`config.mk`:
```
export PLATFORM = sky130hd
export DESIGN_NAME = pipe_hazard_ctrl_flat
export DESIGN_NICKNAME = d
export VERILOG_FILES = /design/src/rtl/pipe_hazard_ctrl_if.sv /design/src/rtl/pipe_hazard_ctrl.sv /design/src/flat_wrapper.sv
export SDC_FILE = /design/constraint.sdc
export NUM_CORES = 1
export LEC_CHECK = 0
export BUFFER_PORTS_ARGS = -buffer_cell sky130_fd_sc_hd__buf_2
export CAP_MARGIN = 20
export CORE_MARGIN = 2
export CORE_UTILIZATION = 40
export CTS_CLUSTER_SIZE = 8
export DETAILED_ROUTE_END_ITERATION = 8
export GPL_TIMING_DRIVEN = 0
export PLACE_DENSITY = 0.74
export REMOVE_ABC_BUFFERS = 1
export SYNTH_ARGS = -nofsm -noshare
export SYNTH_HDL_FRONTEND = slang
export SYNTH_SLANG_ARGS = --single-unit
export TNS_END_PERCENT = 5
```
`constraint.sdc`:
```
create_clock -name clk -period 4 [get_ports clk]
set_input_delay 0.6 -clock clk [delete_from_list [all_inputs] [get_ports clk]]
set_output_delay 0.6 -clock clk [all_outputs]
set_load 0.02 [all_outputs]
```
`src/rtl/pipe_hazard_ctrl_if.sv`:
```
// Hazard-controller bundle: D/E/M register-use fields, exception strobes,
// and the stall/flush/clear outputs with the performance counters.
interface pipe_hazard_ctrl_if;
   logic [4:0]  rsD;
   logic [4:0]  rtD;
   logic [1:0]  tuse_rsD;
   logic [1:0]  tuse_rtD;
   logic [4:0]  waE;
   logic [1:0]  tnewE;
   logic [4:0]  waM;
   logic [1:0]  tnewM;
   logic        md_useD;
   logic        md_startE;
   logic        md_divE;
   logic        exc_M;
   logic        eret_M;
   logic        stallFD;
   logic        Eclr;
   logic        DEMWclr;
   logic        md_busy;
   logic [31:0] stall_cnt;
   logic [15:0] flush_cnt;

   modport master (
      output rsD, rtD, tuse_rsD, tuse_rtD, waE, tnewE, waM, tnewM,
             md_useD, md_startE, md_divE, exc_M, eret_M,
      input  stallFD, Eclr, DEMWclr, md_busy, stall_cnt, flush_cnt
   );

   modport slave (
      input  rsD, rtD, tuse_rsD, tuse_rtD, waE, tnewE, waM, tnewM,
             md_useD, md_startE, md_divE, exc_M, eret_M,
      output stallFD, Eclr, DEMWclr, md_busy, stall_cnt, flush_cnt
   );
endinterface

```
`src/rtl/pipe_hazard_ctrl.sv`:
```
// Stall/flush sequencer for the five-stage pipeline: Tuse/Tnew register hazards,
// multiply/divide busy tracking, exception/ERET flush arbitration, perf counters.
module pipe_hazard_ctrl #(
   parameter int MULT_CYC = 5,
   parameter int DIV_CYC  = 10   // cnt is 4 bits, so at most 15
) (
   input  logic              clk,
   input  logic              rst,
   pipe_hazard_ctrl_if.slave bus
);
   typedef enum logic [1:0] {
      IDLE = 2'd0,
      MULT = 2'd1,
      DIV  = 2'd2
   } md_state_t;

   localparam logic [3:0] MULT_LOAD = 4'(MULT_CYC - 1);
   localparam logic [3:0] DIV_LOAD  = 4'(DIV_CYC - 1);

   md_state_t   state_reg, state_next;
   logic [3:0]  cnt_reg, cnt_next;
   logic [31:0] stall_cnt_reg;
   logic [15:0] flush_cnt_reg;

   logic [1:0][4:0] src;
   logic [1:0][1:0] tuse;
   logic [1:0]      haz;
   logic            md_busy_int;
   logic            md_haz;
   logic            stall_raw;
   logic            flush_raw;
   logic            stall_int;
   logic            flush_int;

   assign src[0]  = bus.rsD;
   assign src[1]  = bus.rtD;
   assign tuse[0] = bus.tuse_rsD;
   assign tuse[1] = bus.tuse_rtD;

   // Stall only when a producer is strictly later than the consumer's deadline;
   // equal times are covered by the forwarding network.
   genvar gi;
   generate
      for (gi = 0; gi < 2; gi++) begin : g_src
         assign haz[gi] = (src[gi] != 5'd0) && (tuse[gi] != 2'd3) &&
                          (((bus.waE == src[gi]) && (bus.tnewE > tuse[gi])) ||
                           ((bus.waM == src[gi]) && (bus.tnewM > tuse[gi])));
      end
   endgenerate

   assign md_busy_int = (state_reg != IDLE);
   assign md_haz      = bus.md_useD && (bus.md_startE || md_busy_int);
   assign stall_raw   = haz[0] || haz[1] || md_haz;
   assign flush_raw   = bus.exc_M || bus.eret_M;

   assign flush_int = !rst && flush_raw;
   assign stall_int = !rst && stall_raw && !flush_raw;

   assign bus.stallFD   = stall_int;
   assign bus.Eclr      = stall_int;
   assign bus.DEMWclr   = flush_int;
   assign bus.md_busy   = md_busy_int;
   assign bus.stall_cnt = stall_cnt_reg;
   assign bus.flush_cnt = flush_cnt_reg;

   always_ff @(posedge clk) begin
      if (rst) begin
         state_reg     <= IDLE;
         cnt_reg       <= 4'd0;
         stall_cnt_reg <= 32'd0;
         flush_cnt_reg <= 16'd0;
      end else begin
         state_reg     <= state_next;
         cnt_reg       <= cnt_next;
         stall_cnt_reg <= stall_cnt_reg + {31'd0, stall_int};
         flush_cnt_reg <= flush_cnt_reg + {15'd0, flush_int};
      end
   end

   // A running operation has already committed past E, so a flush only blocks a new start.
   always_comb begin
      state_next = state_reg;
      cnt_next   = cnt_reg;
      case (state_reg)
         IDLE: begin
            if (bus.md_startE && !flush_raw) begin
               state_next = bus.md_divE ? DIV : MULT;
               cnt_next   = bus.md_divE ? DIV_LOAD : MULT_LOAD;
            end
         end
         MULT, DIV: begin
            if (cnt_reg == 4'd0) begin
               state_next = IDLE;
            end else begin
               cnt_next = cnt_reg - 4'd1;
            end
         end
         default: begin
            state_next = IDLE;
            cnt_next   = 4'd0;
         end
      endcase
   end
endmodule

```
`src/flat_wrapper.sv`:
```
// flat-port wrapper written by rule: the top's interface ports become plain ports
module pipe_hazard_ctrl_flat 
#(
   parameter int MULT_CYC = 5,
   parameter int DIV_CYC  = 10                                  
)
  (clk, rst, bus_rsD, bus_rtD, bus_tuse_rsD, bus_tuse_rtD, bus_waE, bus_tnewE, bus_waM, bus_tnewM, bus_md_useD, bus_md_startE, bus_md_divE, bus_exc_M, bus_eret_M, bus_stallFD, bus_Eclr, bus_DEMWclr, bus_md_busy, bus_stall_cnt, bus_flush_cnt);
  pipe_hazard_ctrl_if bus_i ();
  input  logic clk;
  input  logic rst;
  input wire logic [$bits(bus_i.rsD)-1:0] bus_rsD;
  input wire logic [$bits(bus_i.rtD)-1:0] bus_rtD;
  input wire logic [$bits(bus_i.tuse_rsD)-1:0] bus_tuse_rsD;
  input wire logic [$bits(bus_i.tuse_rtD)-1:0] bus_tuse_rtD;
  input wire logic [$bits(bus_i.waE)-1:0] bus_waE;
  input wire logic [$bits(bus_i.tnewE)-1:0] bus_tnewE;
  input wire logic [$bits(bus_i.waM)-1:0] bus_waM;
  input wire logic [$bits(bus_i.tnewM)-1:0] bus_tnewM;
  input wire logic [$bits(bus_i.md_useD)-1:0] bus_md_useD;
  input wire logic [$bits(bus_i.md_startE)-1:0] bus_md_startE;
  input wire logic [$bits(bus_i.md_divE)-1:0] bus_md_divE;
  input wire logic [$bits(bus_i.exc_M)-1:0] bus_exc_M;
  input wire logic [$bits(bus_i.eret_M)-1:0] bus_eret_M;
  output wire logic [$bits(bus_i.stallFD)-1:0] bus_stallFD;
  output wire logic [$bits(bus_i.Eclr)-1:0] bus_Eclr;
  output wire logic [$bits(bus_i.DEMWclr)-1:0] bus_DEMWclr;
  output wire logic [$bits(bus_i.md_busy)-1:0] bus_md_busy;
  output wire logic [$bits(bus_i.stall_cnt)-1:0] bus_stall_cnt;
  output wire logic [$bits(bus_i.flush_cnt)-1:0] bus_flush_cnt;
  assign bus_i.rsD = bus_rsD;
  assign bus_i.rtD = bus_rtD;
  assign bus_i.tuse_rsD = bus_tuse_rsD;
  assign bus_i.tuse_rtD = bus_tuse_rtD;
  assign bus_i.waE = bus_waE;
  assign bus_i.tnewE = bus_tnewE;
  assign bus_i.waM = bus_waM;
  assign bus_i.tnewM = bus_tnewM;
  assign bus_i.md_useD = bus_md_useD;
  assign bus_i.md_startE = bus_md_startE;
  assign bus_i.md_divE = bus_md_divE;
  assign bus_i.exc_M = bus_exc_M;
  assign bus_i.eret_M = bus_eret_M;
  assign bus_stallFD = bus_i.stallFD;
  assign bus_Eclr = bus_i.Eclr;
  assign bus_DEMWclr = bus_i.DEMWclr;
  assign bus_md_busy = bus_i.md_busy;
  assign bus_stall_cnt = bus_i.stall_cnt;
  assign bus_flush_cnt = bus_i.flush_cnt;
  pipe_hazard_ctrl #(.MULT_CYC(MULT_CYC), .DIV_CYC(DIV_CYC)) u_core (.clk(clk), .rst(rst), .bus(bus_i));
endmodule
```
==> results.txt <==
----------------------------------------------------
[Power]
  LEAKAGE ... 1.57 nW
  Max IR drop VDD ... 0.183 mV
  Post-layout power ... 1.12 mW
  Ratio of total power to cell area ... 316 nW/µm²

[Final layout]
  Layout overhead on the synthesized area ... 22.7%
  Number of nets in the finished design ... 478
  Cell area after layout ... 3560 µm²
  Fill cell instance count of the final layout ... 746
  Number of flip-flops under the largest register name ... 32
  Number of diodes added for antenna fixing ... 0
  Share of post-route cells with drive strength above 1 ... 0.249
  Final non-filler cell total ... 528

[Synthesis]
  Multiplexer fraction of the synthesized cell area ... 0.0121
  Number of flops mapped to enable cells by yosys ... 0
  Netlist area before placement ... 2900 µm²
  Mapped Cells ... 339
  Average cell area after synthesis ... 8.55 µm²
  Leading register cell type out of synthesis ... dfxtp_1
  Post-synthesis simple-gate area fraction ... 0.279
  Fraction of the mapped netlist area in adder cells ... 0.0647
  Largest family of logic cells by synthesized area ... simple AND/OR/NAND/NOR gates
  Post-Synth XOR/XNOR Area ... 0.178
  Count of state elements after synthesis ... 54
  Complex-gate fraction of the synthesized area ... 0.0565
  Share of the yosys chip area belonging to registers ... 0.373
  Share of flip-flops with an asynchronous set or reset ... 0
  Number of warning messages in the yosys log ... 0
  Cell variety after synth ... 42

[STA]
  Final hold slack ... 0.500 ns
  Final period demand of the worst path ... 3.57 ns
  Share of the clock period used by the worst path ... 0.892
  Unrepaired setup endpoints after global routing ... no
  Fin worst setup slack ... 0.431 ns
  Max Freq ... 280 MHz
  Slew at the pin with the worst max-slew slack ... 1.02 ns
  Setup skew after layout ... 0.00819 ns
  Count of final max-slew check failures ... 0
  Final Hold Fails ... 0
  Setup violations, final ... 0
  Max_slew headroom ... 0.321

[Worst setup path]
  Crit-path max FO ... 58
  Data arrival time of the critical path ... 3.80 ns
  Worst reg-to-reg path cell count ... 13
  Critical path type ... input pin to flop
  Element type at the critical path start ... input pin
  Data required time at the worst endpoint ... 4.23 ns
  Element type at the critical path end ... flop

[CTS]
  Number of clock sinks ... 54
  Root buffer selected by CTS ... clkbuf_8
  Clock Latency Late Sink ... 0.30 ns
  Count of instances resized after the clock tree is built ... 0
  Clock tree from TritonCTS ... yes
  Total clock buffers created by CTS ... 5
  H-tree level count ... 2
  Number of buffers on the longest clock path ... 2
  Reg clk slew, reported paths ... 0.10 ns
  Number of hold-repair buffers added at the cts stage ... 0

[Floorplanning]
  Core outline area ... 7140 µm²
  Number of rows created at floorplan ... 31
  I/O pin count ... 87
  Die X ... 89.1 µm
  Floorplan die area ... 7940 µm²
  Die Span Y ... 89.1 µm
  Initial core utilization ... 0.406

[Global routing]
  Initial antenna violation count ... 0
  Pin count of the biggest net entering global routing ... 59
  Global Route Usage Sum ... 0.159
  Number of global-route vias before repair ... 2302
  First-pass GRT wire length ... 10200 µm
  Overflow left after global routing ... 0

[Flow run]
  Count of maximum capacitance violations ... 0

[Route]
  Average wire length per cell after detail routing ... 12.0 µm
  Drt via density ... 4.94
  Total detailed-routing wirelength ... 6340 µm
  Via count ... 2607
  Remaining design rule violation count ... 0
  Antenna violation net count after detailed routing ... 0
  First-iteration detailed-routing DRC count ... 77
  Number of iterations in the first detailed-routing pass ... 4

[Status]
  Result of the run ... finished clean

[Place]
  Detailed Place HPWL ... 4890 µm
  Placer's final routability congestion estimate ... 0.912
  Worst-case setup slack after placement ... -0.0908 ns
  Number of cells after detailed placement ... 516
  Placed inst area ... 3410 µm²
  Number of buffer cells added on primary ports ... 86

[Hold path]
  Min-delay worst type ... flop to flop
  Number of cells traversed by the worst hold path ... 2

----------------------------------------------------
[cell usage after synthesis (all sizes together) (2+ instances only)]
cell type  number  area (µm²)
dfxtp          54        1080
nor2           54         210
xor2           31         272
xnor2          28         245
nand2          20        75.1
nand3          19        95.1
inv            17        63.8
a21oi          15        75.1
ha             15         188
nand4          14         103
nor3           11        60.1
o21ai           7        35.0
or3             7        43.8
nor4            6        37.5
buf             5        30.0
nor2b           5        31.3
and3            4        26.3
and4            3        26.3
clkbuf          3        11.3
or4             3        26.3
mux2i           2        20.0
nand2b          2        12.5
o221ai          2        17.5
[placed cells by master, fill, tap and decap left out, types with 10 or more instances in the layout]
master / instances
inv_1: 17
nand4_1: 13
dfxtp_1: 54
a21oi_1: 15
xnor2_1: 28
nor2_1: 53
xor2_1: 31
nand2_1: 20
ha_1: 15
nand3_1: 19
nor3_1: 10
buf_2: 86
[worst paths after layout]
| path | from | endpoint | slack (ns) |
|---|---|---|---|
| min | u_core.cnt_reg[1] | u_core.cnt_reg[1] | 0.50 |
| max reg2reg | u_core.state_reg[0] | u_core.bus.stall_cnt[30] | 1.06 |
| max | rst | u_core.bus.stall_cnt[30] | 0.43 |
| min reg2reg | u_core.cnt_reg[1] | u_core.cnt_reg[1] | 0.50 |
[layer usage]
metal	part of all wire	track usage	wire, µm
met4	0.010	0.0488	66
met2	0.49	0.270	3110
met3	0.037	0.0286	234
met5	0	0	0
met1	0.46	0.206	2920
[stage by stage]
step / setup TNS (ns) / utilization
after global placement: -0.0682 / 0.478
final: 0 / 0.499
after global routing: 0 / 0.499
after CTS: 0 / 0.494
after detailed placement: -0.0908 / 0.478
after floorplan: 0 / -
[critical path: stages]
cell and delay (ns):
buf_2 0.42, or3_1 0.55, a21oi_1 0.16, o221ai_1 0.14, o211ai_1 0.18, ha_1 0.25
ha_1 0.22, and4_1 0.29, nor4b_4 0.21, buf_4 0.19, nand2_1 0.07, or3_1 0.36
a21oi_1 0.14
[power breakdown]
part / total [mW] / switching, mW / internal, mW
registers: 0.563 / 0.0113 / 0.551
clock network: 0.374 / 0.184 / 0.190
logic: 0.187 / 0.106 / 0.0806
total: 1.12 / 0.302 / 0.822
[cell families after synthesis]
| group | count (synthesis) |
|---|---|
| compound gates | 29 |
| xor+xnor | 59 |
| buf+inv | 25 |
| simple gates | 154 |
| fa+ha+maj | 15 |
| mux | 3 |
| flops | 54 |
[final cells by class]
cell class | count | area, µm² | share of cell area
clock buffers | 5 | 68.8 | 0.0193
multi-input cells | 260 | 1710 | 0.481
well taps | 99 | 124 | 0.0348
clock inverters | 3 | 47.5 | 0.0134
inverters | 17 | 63.8 | 0.0179
flip-flops and latches | 54 | 1080 | 0.304
repair buffers | 90 | 460 | 0.129
[repair_timing]
action / 4_1_cts / 5_1_grt
hold endpoints to repair: 0 / 0
setup endpoints to repair: 0 / 1
buffers inserted: 0 / 4
No activity file was read; power rests on OpenSTA's default activity.
